File: config.mk
export PLATFORM = sky130hd
export DESIGN_NAME = sprite_update_scheduler
export DESIGN_NICKNAME = d
export VERILOG_FILES = /design/src/rtl/sprite_pkg.sv /design/src/rtl/vblank_detector.sv /design/src/rtl/sprite_update_scheduler.sv
export SDC_FILE = /design/constraint.sdc
export NUM_CORES = 1
export LEC_CHECK = 0
export ABC_AREA = 1
export CORE_MARGIN = 1.5
export CORE_UTILIZATION = 32
export DETAILED_ROUTE_END_ITERATION = 8
export HOLD_SLACK_MARGIN = 0.1
export PLACE_DENSITY = 0.6
export SYNTH_ARGS = -nofsm -noshare
export SYNTH_HDL_FRONTEND = slang
export SYNTH_SLANG_ARGS = --single-unit
File: constraint.sdc
create_clock -name clk -period 1.7 [get_ports clk]
set_input_delay 0.17 -clock clk [delete_from_list [all_inputs] [get_ports clk]]
set_output_delay 0.17 -clock clk [all_outputs]
set_load 0.05 [all_outputs]
File: src/rtl/sprite_pkg.sv
// Shared constants and types for the sprite position double-buffer.
package sprite_pkg;

  localparam int NUM_SPRITES = 4;
  localparam int COORD_W     = 10;
  localparam int VBLANK_LINE = 480;
  localparam int FRAME_CNT_W = 16;

  localparam logic [31:0] CTRL_ADDR = 32'h0000_0010;

  // CTRL write bit
  localparam int CTRL_COMMIT_BIT  = 0;
  // CTRL read bits
  localparam int CTRL_ARMED_BIT   = 0;
  localparam int CTRL_COPYING_BIT = 1;
  localparam int CTRL_PENDING_BIT = 2;
  localparam int CTRL_FCNT_LSB    = 16;

  typedef enum logic [1:0] {
    IDLE  = 2'd0,
    ARMED = 2'd1,
    COPY  = 2'd2
  } state_t;

endpackage

File: src/rtl/vblank_detector.sv
// Detects the first cycle of vertical blanking and counts frames.
module vblank_detector #(
  parameter int COORD_W     = 10,
  parameter int VBLANK_LINE = 480,
  parameter int CNT_W       = 16
) (
  input  logic               clk,
  input  logic               rst,
  input  logic [COORD_W-1:0] vcount,
  output logic               vblank_start,
  output logic [CNT_W-1:0]   frame_cnt
);

  localparam logic [COORD_W-1:0] VBLANK_VAL = COORD_W'(VBLANK_LINE);

  logic             vblank;
  logic             vblank_d_reg;
  logic [CNT_W-1:0] frame_cnt_reg;

  assign vblank       = (vcount >= VBLANK_VAL);
  assign vblank_start = vblank & ~vblank_d_reg;
  assign frame_cnt    = frame_cnt_reg;

  // Delayed copy of vblank for rising-edge detection
  always_ff @(posedge clk or negedge rst) begin
    if (!rst) begin
      vblank_d_reg <= 1'b0;
    end else begin
      vblank_d_reg <= vblank;
    end
  end

  // Free-running frame counter, wraps naturally at full scale
  always_ff @(posedge clk or negedge rst) begin
    if (!rst) begin
      frame_cnt_reg <= '0;
    end else if (vblank_start) begin
      frame_cnt_reg <= frame_cnt_reg + 1'b1;
    end
  end

endmodule

File: src/rtl/sprite_update_scheduler.sv
// Double-buffered sprite position store: the CPU fills shadow registers,
// and a commit copies them to the active registers at the start of vblank,
// one sprite per cycle, so renderers never see a half-updated frame.
module sprite_update_scheduler #(
  parameter int NUM_SPRITES = sprite_pkg::NUM_SPRITES,
  parameter int COORD_W     = sprite_pkg::COORD_W,
  parameter int VBLANK_LINE = sprite_pkg::VBLANK_LINE
) (
  input  logic                           clk,
  input  logic                           rst,
  input  logic                           memWr,
  input  logic [31:0]                    address,
  input  logic [31:0]                    datoIn,
  output logic [31:0]                    datoOut,
  input  logic [COORD_W-1:0]             vcount,
  output logic [NUM_SPRITES*COORD_W-1:0] sprite_x,
  output logic [NUM_SPRITES*COORD_W-1:0] sprite_y,
  output logic                           frame_done
);

  import sprite_pkg::state_t;
  import sprite_pkg::IDLE;
  import sprite_pkg::ARMED;
  import sprite_pkg::COPY;
  import sprite_pkg::CTRL_ADDR;
  import sprite_pkg::CTRL_COMMIT_BIT;
  import sprite_pkg::CTRL_ARMED_BIT;
  import sprite_pkg::CTRL_COPYING_BIT;
  import sprite_pkg::CTRL_PENDING_BIT;
  import sprite_pkg::CTRL_FCNT_LSB;
  import sprite_pkg::FRAME_CNT_W;

  localparam int IDX_W = (NUM_SPRITES > 1) ? $clog2(NUM_SPRITES) : 1;
  localparam logic [IDX_W-1:0] LAST_IDX   = IDX_W'(NUM_SPRITES - 1);
  // Index during which frame_done must be scheduled so it is high in the last copy cycle
  localparam logic [IDX_W-1:0] PENULT_IDX = IDX_W'((NUM_SPRITES > 1) ? NUM_SPRITES - 2 : 0);
  localparam logic [31:0]      SHADOW_END = 32'(2 * NUM_SPRITES);

  logic [COORD_W-1:0] shadow_x [NUM_SPRITES];
  logic [COORD_W-1:0] shadow_y [NUM_SPRITES];
  logic [COORD_W-1:0] active_x [NUM_SPRITES];
  logic [COORD_W-1:0] active_y [NUM_SPRITES];

  state_t           state_reg;
  logic [IDX_W-1:0] idx_reg;
  logic             pending_reg;
  logic             frame_done_reg;

  logic                   vblank_start;
  logic [FRAME_CNT_W-1:0] frame_cnt;

  logic             wr_en;
  logic             shadow_hit;
  logic             ctrl_hit;
  logic [IDX_W-1:0] sel_idx;
  logic             sel_y;
  logic             commit_req;
  logic             unused_data;

  // Bus decode: even word = X, odd word = Y, sprite index in the bits above
  assign wr_en       = ~memWr;
  assign shadow_hit  = (address < SHADOW_END);
  assign ctrl_hit    = (address == CTRL_ADDR);
  assign sel_idx     = address[IDX_W:1];
  assign sel_y       = address[0];
  assign commit_req  = wr_en & ctrl_hit & datoIn[CTRL_COMMIT_BIT];
  assign unused_data = ^datoIn[31:COORD_W];

  vblank_detector #(
    .COORD_W     (COORD_W),
    .VBLANK_LINE (VBLANK_LINE),
    .CNT_W       (FRAME_CNT_W)
  ) u_vblank (
    .clk          (clk),
    .rst          (rst),
    .vcount       (vcount),
    .vblank_start (vblank_start),
    .frame_cnt    (frame_cnt)
  );

  // CPU writes into the shadow bank; upper data bits are simply dropped
  always_ff @(posedge clk or negedge rst) begin
    if (!rst) begin
      for (int i = 0; i < NUM_SPRITES; i++) begin
        shadow_x[i] <= '0;
        shadow_y[i] <= '0;
      end
    end else if (wr_en && shadow_hit) begin
      if (sel_y) begin
        shadow_y[sel_idx] <= datoIn[COORD_W-1:0];
      end else begin
        shadow_x[sel_idx] <= datoIn[COORD_W-1:0];
      end
    end
  end

  // Commit FSM: arm on request, copy one sprite per cycle from vblank start
  always_ff @(posedge clk or negedge rst) begin
    if (!rst) begin
      state_reg      <= IDLE;
      idx_reg        <= '0;
      pending_reg    <= 1'b0;
      frame_done_reg <= 1'b0;
      for (int i = 0; i < NUM_SPRITES; i++) begin
        active_x[i] <= '0;
        active_y[i] <= '0;
      end
    end else begin
      frame_done_reg <= 1'b0;
      case (state_reg)
        IDLE: begin
          // vblank_start is deliberately ignored here: the copy waits a frame
          if (commit_req) begin
            state_reg <= ARMED;
          end
        end
        ARMED: begin
          if (vblank_start) begin
            state_reg      <= COPY;
            idx_reg        <= '0;
            frame_done_reg <= (NUM_SPRITES == 1);
          end
        end
        COPY: begin
          // Reads the shadow value from before any same-edge CPU write
          active_x[idx_reg] <= shadow_x[idx_reg];
          active_y[idx_reg] <= shadow_y[idx_reg];
          if (idx_reg == LAST_IDX) begin
            idx_reg     <= '0;
            pending_reg <= 1'b0;
            state_reg   <= (pending_reg || commit_req) ? ARMED : IDLE;
          end else begin
            idx_reg        <= idx_reg + 1'b1;
            frame_done_reg <= (idx_reg == PENULT_IDX);
            if (commit_req) begin
              pending_reg <= 1'b1;
            end
          end
        end
        default: begin
          state_reg <= IDLE;
        end
      endcase
    end
  end

  // Flatten the active bank onto the packed renderer buses
  for (genvar gi = 0; gi < NUM_SPRITES; gi++) begin : g_pack
    assign sprite_x[gi*COORD_W +: COORD_W] = active_x[gi];
    assign sprite_y[gi*COORD_W +: COORD_W] = active_y[gi];
  end

  assign frame_done = frame_done_reg;

  // Read mux: shadow values zero-extended, CTRL status, zero elsewhere
  always_comb begin
    datoOut = '0;
    if (shadow_hit) begin
      datoOut[COORD_W-1:0] = sel_y ? shadow_y[sel_idx] : shadow_x[sel_idx];
    end else if (ctrl_hit) begin
      datoOut[CTRL_ARMED_BIT]                    = (state_reg == ARMED);
      datoOut[CTRL_COPYING_BIT]                  = (state_reg == COPY);
      datoOut[CTRL_PENDING_BIT]                  = pending_reg;
      datoOut[CTRL_FCNT_LSB +: FRAME_CNT_W]      = frame_cnt;
    end
  end

endmodule
Yosys cells after proc, flatten, opt, wreduce, memory -nomap -nowiden

Cells that the tools add are included.

Add/subtract/negate cells: 2
Magnitude comparators: 6
Equal/unequal tests: 8
Mux-type cells: 38
Bitwise gates (word level): 8
Reduce and logical (&&, ||, !) cells: 12

Operator list:

| cell                                                                | count |
|---|---|
| bitwise mux 40 bit                                                  | 4 |
| 2-to-1 mux 10 bit                                                   | 11 |
| binary-select mux 10 bit (select 2 bit)                             | 4 |
| demux 10 bit (select 2 bit)                                         | 2 |
| == test 32 x 5 -> 1 bit (second input constant)                     | 1 |
| less-than comparator 32 x 4 -> 1 bit (second input constant)        | 1 |
| 2-to-1 mux 16 bit                                                   | 2 |
| adder 16 x 1 -> 16 bit (second input constant)                      | 1 |
| greater-or-equal comparator 10 x 9 -> 1 bit (second input constant) | 1 |
| 2-to-1 mux 2 bit                                                    | 5 |
| AND reduction 2 bit                                                 | 4 |
| 2-to-1 mux 7 bit                                                    | 1 |
| == test 2 bit (second input constant)                               | 3 |
| greater-or-equal comparator 3 bit (second input constant)           | 2 |
| less-than comparator 3 x 1 -> 1 bit (second input constant)         | 2 |
| 2-to-1 mux 3 bit                                                    | 2 |
| inverter 2 -> 3 bit                                                 | 2 |
| case mux 2 bit (3 select lines)                                     | 1 |
| 2-to-1 mux 1 bit                                                    | 5 |
| != test 2 bit (second input constant)                               | 2 |
| case mux 2 bit (2 select lines)                                     | 1 |
| nonzero test 2 bit                                                  | 2 |
| AND 1 bit                                                           | 3 |
| logical AND 1 bit                                                   | 3 |
| 7 further kinds                                                     | 9 |

Flip-flop bits (word level): 183
Input bits: 77
Output and inout port bits: 113
Logic and storage cells: 96

Logic depth before layout (Yosys ltp)

Gate-level depths: netlist (run 1).

Word-level depth: 7
Mapped depth: 10
Gate-level depth less buffers: 9

Hierarchy

A second synthesis (run 1) with hierarchy kept.

Cell total of the unflattened synthesis: 1100
Area, all modules: 9039.9 um^2

Modules (own cells, without submodules):

| module                  | instances | cells each | area an instance (um^2) | seq. area each (um^2) |
|---|---|---|---|---|
| sprite_update_scheduler | 1         | 973        | 8064.0                  | 4154.0 |
| vblank_detector         | 1         | 127        | 975.9                   | 425.4 |

Worst setup path after synthesis (run 1)

Ideal clock, no wire load.

Path type: in2out
Start: input port address[0]
End: output port datoOut[0]
Arrival time: 1.956 ns
Path slack: -0.426 ns
Stages: 8
Buffers on the path: 1
Cells stage by stage: buf_6 inv_6 nand3_1 nor2_1 nand2_1 nor2_2 inv_2 o21ai_0

Word-level cells in the longest chain between the ends: 3
Elaborated cells between the ends (all ways): 5
Classes of those cells: order compare: 1; eq/ne: 1; mux: 3

Ends and longest elaborated chain:

| item                                                                         | line                           | text |
|---|---|---|
| from (decl)                                                                  | sprite_update_scheduler.sv:12  | `input logic [31:0] address,` |
| branches (longest 2 deep; another with less-than comparator 32 x 4 -> 1 bit) | --                             |  |
| 2-to-1 mux 3 bit *                                                           | sprite_update_scheduler.sv:158 | `if (shadow_hit) begin` |
| to (decl)                                                                    | sprite_update_scheduler.sv:14  | `output logic [31:0] datoOut,` |

Mark *: on every way between the ends.

Final worst setup path (run 1)

Start: register shadow_x[31] (netlist bit)
End: output port datoOut[1]

Word-level cells in the longest chain between the ends: 5

Ends and longest elaborated chain:

| item                                                 | line                           | text |
|---|---|---|
| from (decl)                                          | sprite_update_scheduler.sv:39  | `logic [COORD_W-1:0] shadow_x [NUM_SPRITES];` |
| from (signal, indexed assignment)                    | sprite_update_scheduler.sv:92  | `shadow_x[sel_idx] <= datoIn[COORD_W-1:0];` |
| binary-select mux 10 bit (select 2 bit)              | sprite_update_scheduler.sv:159 | `datoOut[COORD_W-1:0] = sel_y ? shadow_y[sel_idx] : shadow_x[sel_idx];` |
| 2-to-1 mux 10 bit (not written as such) (2 in a row) | sprite_update_scheduler.sv:159 |  |
| 2-to-1 mux 10 bit                                    | sprite_update_scheduler.sv:159 |  |
| 2-to-1 mux 3 bit                                     | sprite_update_scheduler.sv:158 |  |

No other way between the ends. The select of a mux whose other input is x is not followed.

==> out/summary.txt, run 1 <==
=================================================================================
Cells along the critical path                                        a22oi_2 -> nand4_1 -> nand3_4 -> o21ai_4 -> buf_12
List of most frequent post-synthesis cells                           nand2_1, dfrtp_1, o21ai_0, nand3_1, inv_1
Minimum period implied by the final worst setup slack                     1.71 ns
Global-route wire length before repair                                    45.0 mm
Number of flops mapped to enable cells by yosys                                 0
Clock root buffer master                                                clkbuf_16
Number of nets in the layout                                                 1360
Count of distinct cell types in the synthesized netlist                        30
Async SR Flop Fraction                                                       1.00
Final worst setup slack                                               -0.00780 ns
Data required, critical path                                              1.53 ns
Routability congestion estimate                                             0.858
Yosys top cell area share                                                   0.521
Number of iterations in the first detailed-routing pass                         5
Clock slew seen by the registers of the worst setup and hold paths        0.07 ns
Max-slew violation total from the final report                                  0
Setup repair after global routing missed its margin                          true
Remaining DRCs                                                                  0
Pin count of the biggest net entering global routing                           49
Cell with the most instances after synthesis                              nand2_1
Width of the die                                                           169 um
Flip-flop and latch area                                             0.00458 mm^2
Number of buffers inserted during clock tree synthesis                         17
Cell count after placement                                                   1544
Setup TNS Final                                                       -0.00780 ns
Area of the mapped netlist                                           0.00879 mm^2
Proportion of synthesized chip area in sequential cells                     0.521
Worst path max stage delay                                                0.40 ns
Maximum capacitance violations                                                  0
Die Y-Extent                                                               169 um
Post-layout power                                                         16.0 mW
Cell taking the most area after synthesis                                 dfrtp_1
Worst ir drop on vdd                                                   0.000788 V
Total global-route track usage                                              0.204
YS warnings                                                                     0
Floorplan core area                                                   0.0270 mm^2
Clock tree from TritonCTS                                                   built
Die Footprint                                                         0.0285 mm^2
Vias per Instance                                                            5.20
Inserted Diodes                                                                 0
Total congestion overflow                                                       0
Fraction of layout instances using a drive strength above 1                 0.253
TritonCTS Sinks                                                               183
Synth top area cells                                                 dfrtp_1, nand2_1, o21ai_0
Violated checks                                                      negative setup slack
Number of buffers on the longest clock path                                     2
Critical Path AT                                                          1.54 ns
Number of H-tree branching levels                                               4
Initial Util                                                                0.326
Number of ports placed on the die boundary                                    190
Clock latency at the later pin of the worst-skew pair                     0.43 ns
Placed wire-length estimate after detailed placement                      18.9 mm
Post-route clock period utilization                                          1.00
Startpoint type of the worst setup path                                 flip-flop
Worst setup path class                                               flip-flop to primary output
Fin Clk Skew                                                           0.00950 ns
Leakage Power                                                             6.20 nW
Via count of the first global-routing pass                                   7940
Final count of hold timing violations                                           0
Drt first-iter violations                                                     912
Number of rows created at floorplan                                            60
Avg Synthesized Cell Area                                               8.27 um^2
Area of the multi-input gates                                        0.00405 mm^2
Pwr per Cell Area                                                    1250 mW/mm^2
Max Fanout on Critical Path                                                     2
Final Hold Slack                                                         0.227 ns
Endpoint type of the worst setup path                                primary output
Cell count after synthesis                                                   1062
Synth Flop Type                                                           dfrtp_1
Worst-path cell with the longest stage delay                              dfrtp_1
Layout overhead on the synthesized area                                     44.8%
Setup-failing EPs final                                                         1
Number of antenna violations at the first check in global routing               1
Via count of the routed design                                               8488
Wire per inst                                                             18.2 um
Total Wirelength                                                          29.7 mm
Headroom to the max-slew limit                                              0.632
Type of the worst min-delay path                                     primary input to asynchronous set/reset pin
Port Buf Inserts                                                              156
Tightest Pin Transition                                                  0.550 ns
Number of routed nets with antenna violations                                   0
Status                                                               finished, violations left
Achievable clock frequency                                                586 MHz
Finished Layout Cells                                                        1632
Synthesis-stage register bit count                                            183
Fill cell instance count of the final layout                                 2576
=================================================================================
-- layout by cell type, fill, tap and decap left out, types with 8 or more instances in the layout --
master / synthesis / routed
nand2_1: 361 / 354
clkdlybuf4s50_1: 0 / 16
inv_1: 54 / 45
nand4_4: 8 / 8
nor2_1: 53 / 26
o22ai_1: 28 / 23
buf_4: 6 / 117
a32o_1: 20 / 20
nand3_2: 0 / 12
buf_6: 2 / 13
inv_2: 4 / 11
xor2_1: 14 / 14
nor2_4: 0 / 17
nand2_2: 2 / 8
nor2_2: 5 / 15
a21oi_1: 21 / 21
clkbuf_16: 0 / 22
dlygate4sd2_1: 0 / 39
clkdlybuf4s15_1: 0 / 15
buf_12: 0 / 45
clkbuf_2: 9 / 10
nand3_1: 99 / 85
dfrtp_1: 183 / 183
o21ai_0: 102 / 92
-- metal layers --
| metal | vias up | GRT usage | part of all wire |
|---|---|---|---|
| li1 | 3941 | - | - |
| met1 | 4109 | 0.282 | 0.42 |
| met2 | 394 | 0.332 | 0.47 |
| met3 | 44 | 0.0325 | 0.081 |
| met4 | 0 | 0.0606 | 0.022 |
| met5 | - | 0 | 0 |
-- final cells by class --
cell class / instances / share of cell area
Sequential cell: 183 / 0.360
Multi-Input combinational cell: 752 / 0.318
Timing Repair Buffer: 263 / 0.219
Clock buffer: 18 / 0.0345
Tap cell: 341 / 0.0335
Inverter: 59 / 0.0186
Clock inverter: 14 / 0.0146
Timing Repair inverter: 2 / 0.00197
-- where the power goes --
group / internal [mW] / leakage [nW] / total, mW / switching (mW)
sequential: 5.10 / 2.50 / 5.58 / 0.485
combinational: 1.78 / 3.40 / 6.17 / 4.39
clock: 2.40 / 0.302 / 4.22 / 1.82
total: 9.27 / 6.20 / 16.0 / 6.69
-- final timing paths --
path,start,end,slack (ns),depth (start not counted)
setup reg to reg,idx_reg[0],sprite_x[38],0.11,7
min in group clk,address[2],shadow_y[0],0.26,5
max in group asynchronous,rst,sprite_y[29],0.82,3
setup / recovery,shadow_x[31],datoOut[1],-0.008,5
hold / removal,rst,sprite_y[0],0.23,2
hold reg to reg,sprite_x[18],sprite_x[18],0.48,2
-- cell families after synthesis --
family                     count (synthesis)  share of synthesized area
adders and majority gates                  5                    0.00712
buffers and inverters                    132                     0.0649
AOI/OAI and AO/OA                        179                      0.119
other                                      1                   0.000427
xor gates and xnor gates                  14                     0.0140
DFF                                      183                      0.521
and+or+nand+nor                          548                      0.273
-- critical path: cells and delay by family (launching register included) --
kind,cells,cell delay (ns)
AOI/OAI and AO/OA,2,0.24
buffers and inverters,1,0.15
DFF,1,0.40
and+or+nand+nor,2,0.32
-- stage by stage --
step / instance area (um^2) / setup slack [ns] / utilization
after global routing: 12700 / -0.107 / 0.472
after global placement: 11200 / -0.324 / 0.416
after detailed placement: 11200 / -0.348 / 0.416
after floorplan: 8800 / -0.138 / -
after CTS: 12300 / -0.0466 / 0.456
final: 12700 / -0.00780 / 0.472
-- what timing repair did --
action,CTS,global route
gates resized for setup,147,82
gates cloned,2,8
hold buffers,1,0
endpoints found under the setup margin,59,141
endpoints found under the hold margin,183,0
buffers inserted,29,18
pin swaps,34,48
No activity file was read; power rests on OpenSTA's default activity.
==> run 2, diff against run 1 <==
--- a/config.mk
+++ b/config.mk
@@ -11,6 +11,8 @@
 export DETAILED_ROUTE_END_ITERATION = 8
 export HOLD_SLACK_MARGIN = 0.1
 export PLACE_DENSITY = 0.6
+export SETUP_SLACK_MARGIN = 0.02
+export SLEW_MARGIN = 20
 export SYNTH_ARGS = -nofsm -noshare
 export SYNTH_HDL_FRONTEND = slang
 export SYNTH_SLANG_ARGS = --single-unit
==> out/summary.txt, run 2 (synthesis results as in run 1) <==
=================================================================================
Fin Clk Skew                                                           0.00953 ns   was 0.00950 ns
Fraction of layout instances using a drive strength above 1                 0.280   was 0.253
Achievable clock frequency                                                584 MHz   was 586 MHz
Total global-route track usage                                              0.205   was 0.204
Design internal power                                                     9.27 mW   about the same
Setup-failing EPs final                                                         1   unchanged
Number of ports placed on the die boundary                                    190   unchanged
Floorplan core area                                                   0.0270 mm^2   unchanged
Die Y-Extent                                                               169 um   unchanged
Drt first-iter violations                                                    1043   was 912
Port Buf Inserts                                                              156   unchanged
Number of H-tree branching levels                                               4   unchanged
Endpoint type of the worst setup path                                primary output   unchanged
Most common cell after layout, fill and taps aside                        nand2_1   unchanged
TritonCTS Sinks                                                               183   unchanged
Headroom to the max-slew limit                                              0.616   was 0.632
Clock root buffer master                                                clkbuf_16   unchanged
Worst setup path class                                               flip-flop to primary output   unchanged
Data required, critical path                                              1.53 ns   about the same
Placed wire-length estimate after detailed placement                      18.9 mm   unchanged
Routability congestion estimate                                             0.858   unchanged
Share of total power in combinational logic                                 0.386   about the same
Via count of the first global-routing pass                                   7953   was 7940
Number of rows created at floorplan                                            60   unchanged
Violated checks                                                      negative setup slack   unchanged
Cells along the critical path                                        a22oi_2 -> nand4_1 -> nand3_4 -> o21ai_4 -> buf_12   unchanged
Critical Path AT                                                          1.54 ns   about the same
Worst-path cell with the longest stage delay                              dfrtp_1   unchanged
Number of nets in the layout                                                 1375   was 1360
Worst path max stage delay                                                0.40 ns   about the same
Post-route clock period utilization                                          1.01   was 1.00
Width of the die                                                           169 um   unchanged
Number of routed nets with antenna violations                                   0   unchanged
Final count of hold timing violations                                           0   unchanged
Initial Util                                                                0.326   unchanged
Max Fanout on Critical Path                                                     2   unchanged
Worst ir drop on vdd                                                   0.000785 V   was 0.000788 V
Minimum period implied by the final worst setup slack                     1.71 ns   about the same
Pin count of the biggest net entering global routing                           49   unchanged
Max-slew violation total from the final report                                  0   unchanged
Via count of the routed design                                               8627   was 8488
Inserted Diodes                                                                 0   unchanged
Total congestion overflow                                                       0   unchanged
Number of iterations in the first detailed-routing pass                         6   was 5
Number of buffers on the longest clock path                                     2   unchanged
Setup TNS Final                                                        -0.0124 ns   was -0.00780 ns
Cell count after placement                                                   1544   unchanged
Vias per Instance                                                            5.24   was 5.20
Clock slew seen by the registers of the worst setup and hold paths        0.07 ns   about the same
Maximum capacitance violations                                                  0   unchanged
Clock latency at the later pin of the worst-skew pair                     0.43 ns   about the same
Global-route wire length before repair                                    45.1 mm   was 45.0 mm
Wire per inst                                                             18.5 um   was 18.2 um
Leakage Power                                                             6.30 nW   was 6.20 nW
Post-layout power                                                         16.0 mW   about the same
Status                                                               finished, violations left   unchanged
Net switching fraction of the power                                         0.421   was 0.419
Number of buffers inserted during clock tree synthesis                         17   unchanged
Share of power burned in the clock network                                  0.265   was 0.264
Number of antenna violations at the first check in global routing               1   unchanged
Startpoint type of the worst setup path                                 flip-flop   unchanged
Relative contribution of sequential cells to total power                    0.349   was 0.350
Type of the worst min-delay path                                     primary input to asynchronous set/reset pin   unchanged
Setup repair after global routing missed its margin                          true   unchanged
Die Footprint                                                         0.0285 mm^2   unchanged
Psw                                                                       6.74 mW   was 6.69 mW
Remaining DRCs                                                                  0   unchanged
Final worst setup slack                                                -0.0124 ns   was -0.00780 ns
Tightest Pin Transition                                                  0.574 ns   was 0.550 ns
Clock tree from TritonCTS                                                   built   unchanged
Total Wirelength                                                          30.5 mm   was 29.7 mm
Layout overhead on the synthesized area                                     47.2%   was 44.8%
Leading cell types in the layout, fill and taps excluded             nand2_1, dfrtp_1, buf_4, o21ai_0, nand3_1   unchanged
Finished Layout Cells                                                        1647   was 1632
Placement-stage worst setup slack                                       -0.348 ns   unchanged
Pwr per Cell Area                                                    1240 mW/mm^2   was 1250 mW/mm^2
=================================================================================
[run 2: changes by cell type in the layout (fill, tap and decap cells not counted), sizes merged]
cell,before,now
dlygate4sd2,39,38
nand4,15,18
clkbuf,33,44
buf,177,189
clkdlybuf4s15,15,4
clkinv,2,3
[run 2: metrics by stage]
stage,hold slack (ns),cell area [um^2],utilization
final,0.225,12900,0.480
after global routing,0.246,12900,0.480
after CTS,0.229,12300,0.457
after detailed placement,0.109,11200,0.416
after global placement,0.114,11200,0.416
after floorplan,-0.126,8800,-
[run 2: final cells by class]
cell class,instances,area (um^2)
Inverter,59,241
Timing Repair Buffer,274,2840
Clock inverter,14,185
Tap cell,341,427
Multi-Input combinational cell,755,4170
Clock buffer,18,439
Sequential cell,183,4580
Fill cell,2551,14000
Timing Repair inverter,3,57.6
[run 2: final timing paths]
kind                                end  slack [ns]  cells past startpoint    startpoint
min reg2reg                sprite_x[18]        0.48                      2  sprite_x[18]
max reg2reg                sprite_x[38]        0.11                      7    idx_reg[0]
min                         sprite_y[0]        0.22                      2           rst
max                          datoOut[1]       -0.01                      5  shadow_x[31]
max in group asynchronous  sprite_y[29]        0.83                      3           rst
min in group clk            shadow_y[0]        0.25                      5    address[2]
[run 2: critical path, delay by kind of cell (launching register included)]
kind | cells | cell delay (ns)
DFF | 1 | 0.40
AOI/OAI and AO/OA | 2 | 0.24
and+or+nand+nor | 2 | 0.32
buffers and inverters | 1 | 0.15
[run 2: repair_timing]
item / in CTS / in global routing
resized for setup: 160 / 110
endpoints found under the hold margin: 183 / 0
setup buffers: 30 / 28
gates cloned: 2 / 14
endpoints found under the setup margin: 59 / 145
hold buffers: 1 / 0
pin swaps: 37 / 68
[run 2: routing by layer]
metal  vias up  wire length (um)  part of all wire  global-route usage
met2       402             14300              0.47               0.333
met3        49              2420             0.079              0.0325
li1       3977                 -                 -                   -
met5         -                 0                 0                   0
met4         0               733             0.024              0.0606
met1      4199             13100              0.43               0.281
[run 2: power groups by stage]
stage                     combinational [mW]  sequential (mW)  clock, mW
after floorplan                         1.63             7.81          0
after global placement                  6.20             5.66          0
after detailed placement                6.26             5.68          0
after CTS                               6.18             5.59       4.32
after global routing                    6.57             5.68       4.52
final                                   6.19             5.58       4.24
==> run 3, diff against run 2 <==
--- a/config.mk
+++ b/config.mk
@@ -6,7 +6,7 @@
 export NUM_CORES = 1
 export LEC_CHECK = 0
 export ABC_AREA = 1
-export CORE_MARGIN = 1.5
+export CORE_MARGIN = 2
 export CORE_UTILIZATION = 32
 export DETAILED_ROUTE_END_ITERATION = 8
 export HOLD_SLACK_MARGIN = 0.1
==> out/summary.txt, run 3 (synthesis results as in run 1) <==
=================================================================================
Status                                                               finished clean   was finished, violations left
Number of nets in the layout                                                 1375   unchanged
Share of the core filled with cells                                         0.483   was 0.480
Number of rows created at floorplan                                            60   unchanged
Port Buf Inserts                                                              156   unchanged
Total Wirelength                                                          31.0 mm   was 30.5 mm
Worst path max stage delay                                                0.40 ns   about the same
Drt first-iter violations                                                     939   was 1043
Crit path max-delay family                                             flip-flops   unchanged
Clock latency at the later pin of the worst-skew pair                     0.43 ns   about the same
Most common cell after layout, fill and taps aside                        nand2_1   unchanged
Post-route clock period utilization                                         0.996   was 1.01
Placed wire-length estimate after detailed placement                      19.2 mm   was 18.9 mm
Width of the die                                                           170 um   was 169 um
Cell count after placement                                                   1555   was 1544
Headroom to the max-slew limit                                              0.611   was 0.616
Leading cell types in the layout, fill and taps excluded             nand2_1, dfrtp_1, buf_4, o21ai_0, nand3_1   unchanged
Die Y-Extent                                                               170 um   was 169 um
Clock slew seen by the registers of the worst setup and hold paths        0.08 ns   was 0.07 ns
Number of iterations in the first detailed-routing pass                         7   was 6
Routability congestion estimate                                             0.864   was 0.858
Pin count of the biggest net entering global routing                           53   was 49
Wire per inst                                                             18.8 um   was 18.5 um
Post-layout power                                                         16.1 mW   was 16.0 mW
Number of buffers on the longest clock path                                     2   unchanged
Final count of hold timing violations                                           0   unchanged
Clock tree from TritonCTS                                                   built   unchanged
Total congestion overflow                                                       0   unchanged
Initial Util                                                                0.326   unchanged
Finished Layout Cells                                                        1648   was 1647
Remaining DRCs                                                                  0   unchanged
Achievable clock frequency                                                591 MHz   was 584 MHz
Number of routed nets with antenna violations                                   0   unchanged
Vias per Instance                                                            5.20   was 5.24
Number of ports placed on the die boundary                                    190   unchanged
Type of the worst min-delay path                                     primary input to asynchronous set/reset pin   unchanged
Worst-path cell with the longest stage delay                              dfrtp_1   unchanged
Critical Path AT                                                          1.52 ns   was 1.54 ns
Startpoint type of the worst setup path                                 flip-flop   unchanged
Max-slew violation total from the final report                                  0   unchanged
Total global-route track usage                                              0.203   was 0.205
Tightest Pin Transition                                                  0.582 ns   was 0.574 ns
Leakage Power                                                             6.33 nW   was 6.30 nW
Via count of the routed design                                               8564   was 8627
Number of buffers inserted during clock tree synthesis                         17   unchanged
Setup-failing EPs final                                                         0   was 1
Number of H-tree branching levels                                               4   unchanged
Worst setup path class                                               flip-flop to primary output   unchanged
Data required, critical path                                              1.53 ns   about the same
Layout overhead on the synthesized area                                     48.2%   was 47.2%
Global-route wire length before repair                                    45.3 mm   was 45.1 mm
Minimum period implied by the final worst setup slack                     1.69 ns   was 1.71 ns
Pwr per Cell Area                                                    1240 mW/mm^2   about the same
Post-route cell area                                                  0.0130 mm^2   was 0.0129 mm^2
Floorplan core area                                                   0.0270 mm^2   unchanged
Max Fanout on Critical Path                                                     3   was 2
Maximum capacitance violations                                                  0   unchanged
Endpoint type of the worst setup path                                primary output   unchanged
Number of antenna violations at the first check in global routing               0   was 1
Critical path buffer and inverter count                                         1   unchanged
Fraction of layout instances using a drive strength above 1                 0.292   was 0.280
TritonCTS Sinks                                                               183   unchanged
Fin Clk Skew                                                            0.0158 ns   was 0.00953 ns
Final worst setup slack                                                0.00761 ns   was -0.0124 ns
Worst ir drop on vdd                                                   0.000665 V   was 0.000785 V
Placement-stage cell area                                             0.0113 mm^2   was 0.0112 mm^2
Setup repair after global routing missed its margin                          true   unchanged
Die Footprint                                                         0.0288 mm^2   was 0.0285 mm^2
Placement-stage worst setup slack                                       -0.358 ns   was -0.348 ns
Clock root buffer master                                                clkbuf_16   unchanged
Cells along the critical path                                        o22ai_1 -> o21ai_1 -> and3_4 -> buf_12   was a22oi_2 -> nand4_1 -> nand3_4 -> o21ai_4 -> buf_12
Via count of the first global-routing pass                                   8033   was 7953
=================================================================================
## run 3: changes by cell type in the layout (fill, tap and decap cells not counted), moves of 5 or more
cell | before | now
nand3_1 | 79 | 69
o21ai_1 | 9 | 15
nor2_4 | 19 | 27
nor2_1 | 24 | 18
o21ai_0 | 90 | 85
nand3_2 | 17 | 29
## run 3: final timing paths
check                      depth (start not counted)  slack, ns            to          from
setup reg to reg                                   6       0.12   sprite_x[8]    idx_reg[0]
setup / recovery                                   4      0.008    datoOut[5]   shadow_x[5]
hold / removal                                     2       0.21  sprite_x[10]           rst
min in group clk                                   5       0.30  shadow_y[22]    address[1]
max in group asynchronous                          3       0.85    idx_reg[0]           rst
hold reg to reg                                    2       0.49  sprite_y[37]  sprite_y[37]
## run 3: area by class of cell
| cell class | instances | area, um^2 |
|---|---|---|
| clock inverter | 13 | 166 |
| timing repair buffer | 280 | 2970 |
| antenna | 1 | 2.50 |
| clock buffer | 19 | 443 |
| fill | 2508 | 13900 |
| inverter | 59 | 234 |
| multi-input combinational | 752 | 4200 |
| sequential | 183 | 4580 |
| tap | 341 | 427 |
## run 3: repair_timing
action,4_1_cts,5_1_grt
cloned,2,12
endpoints found under the setup margin,66,128
hold buffers,1,0
setup buffers,33,14
endpoints found under the hold margin,183,0
pin swaps,38,69
resized for setup,201,113
## run 3: report_power, final
part	internal [mW]	switching (mW)
sequential	5.10	0.513
clock	2.27	1.86
combinational	1.91	4.48
total	9.27	6.86
## run 3: through the flow
step / hold slack (ns) / setup TNS, ns
4_1_cts: 0.217 / 0
3_5_place_dp: 0.0984 / -29.43
2_1_floorplan: -0.126 / -1.49
6_report: 0.207 / 0
5_1_grt: 0.218 / -0.112
3_3_place_gp: 0.102 / -26.63
## run 3: routing by layer
metal / track usage / vias up / wire length [um]
li1: - / 3965 / -
met1: 0.274 / 4101 / 13000
met2: 0.330 / 432 / 14500
met3: 0.0387 / 66 / 2690
met4: 0.0606 / 0 / 794
met5: 0 / - / 0
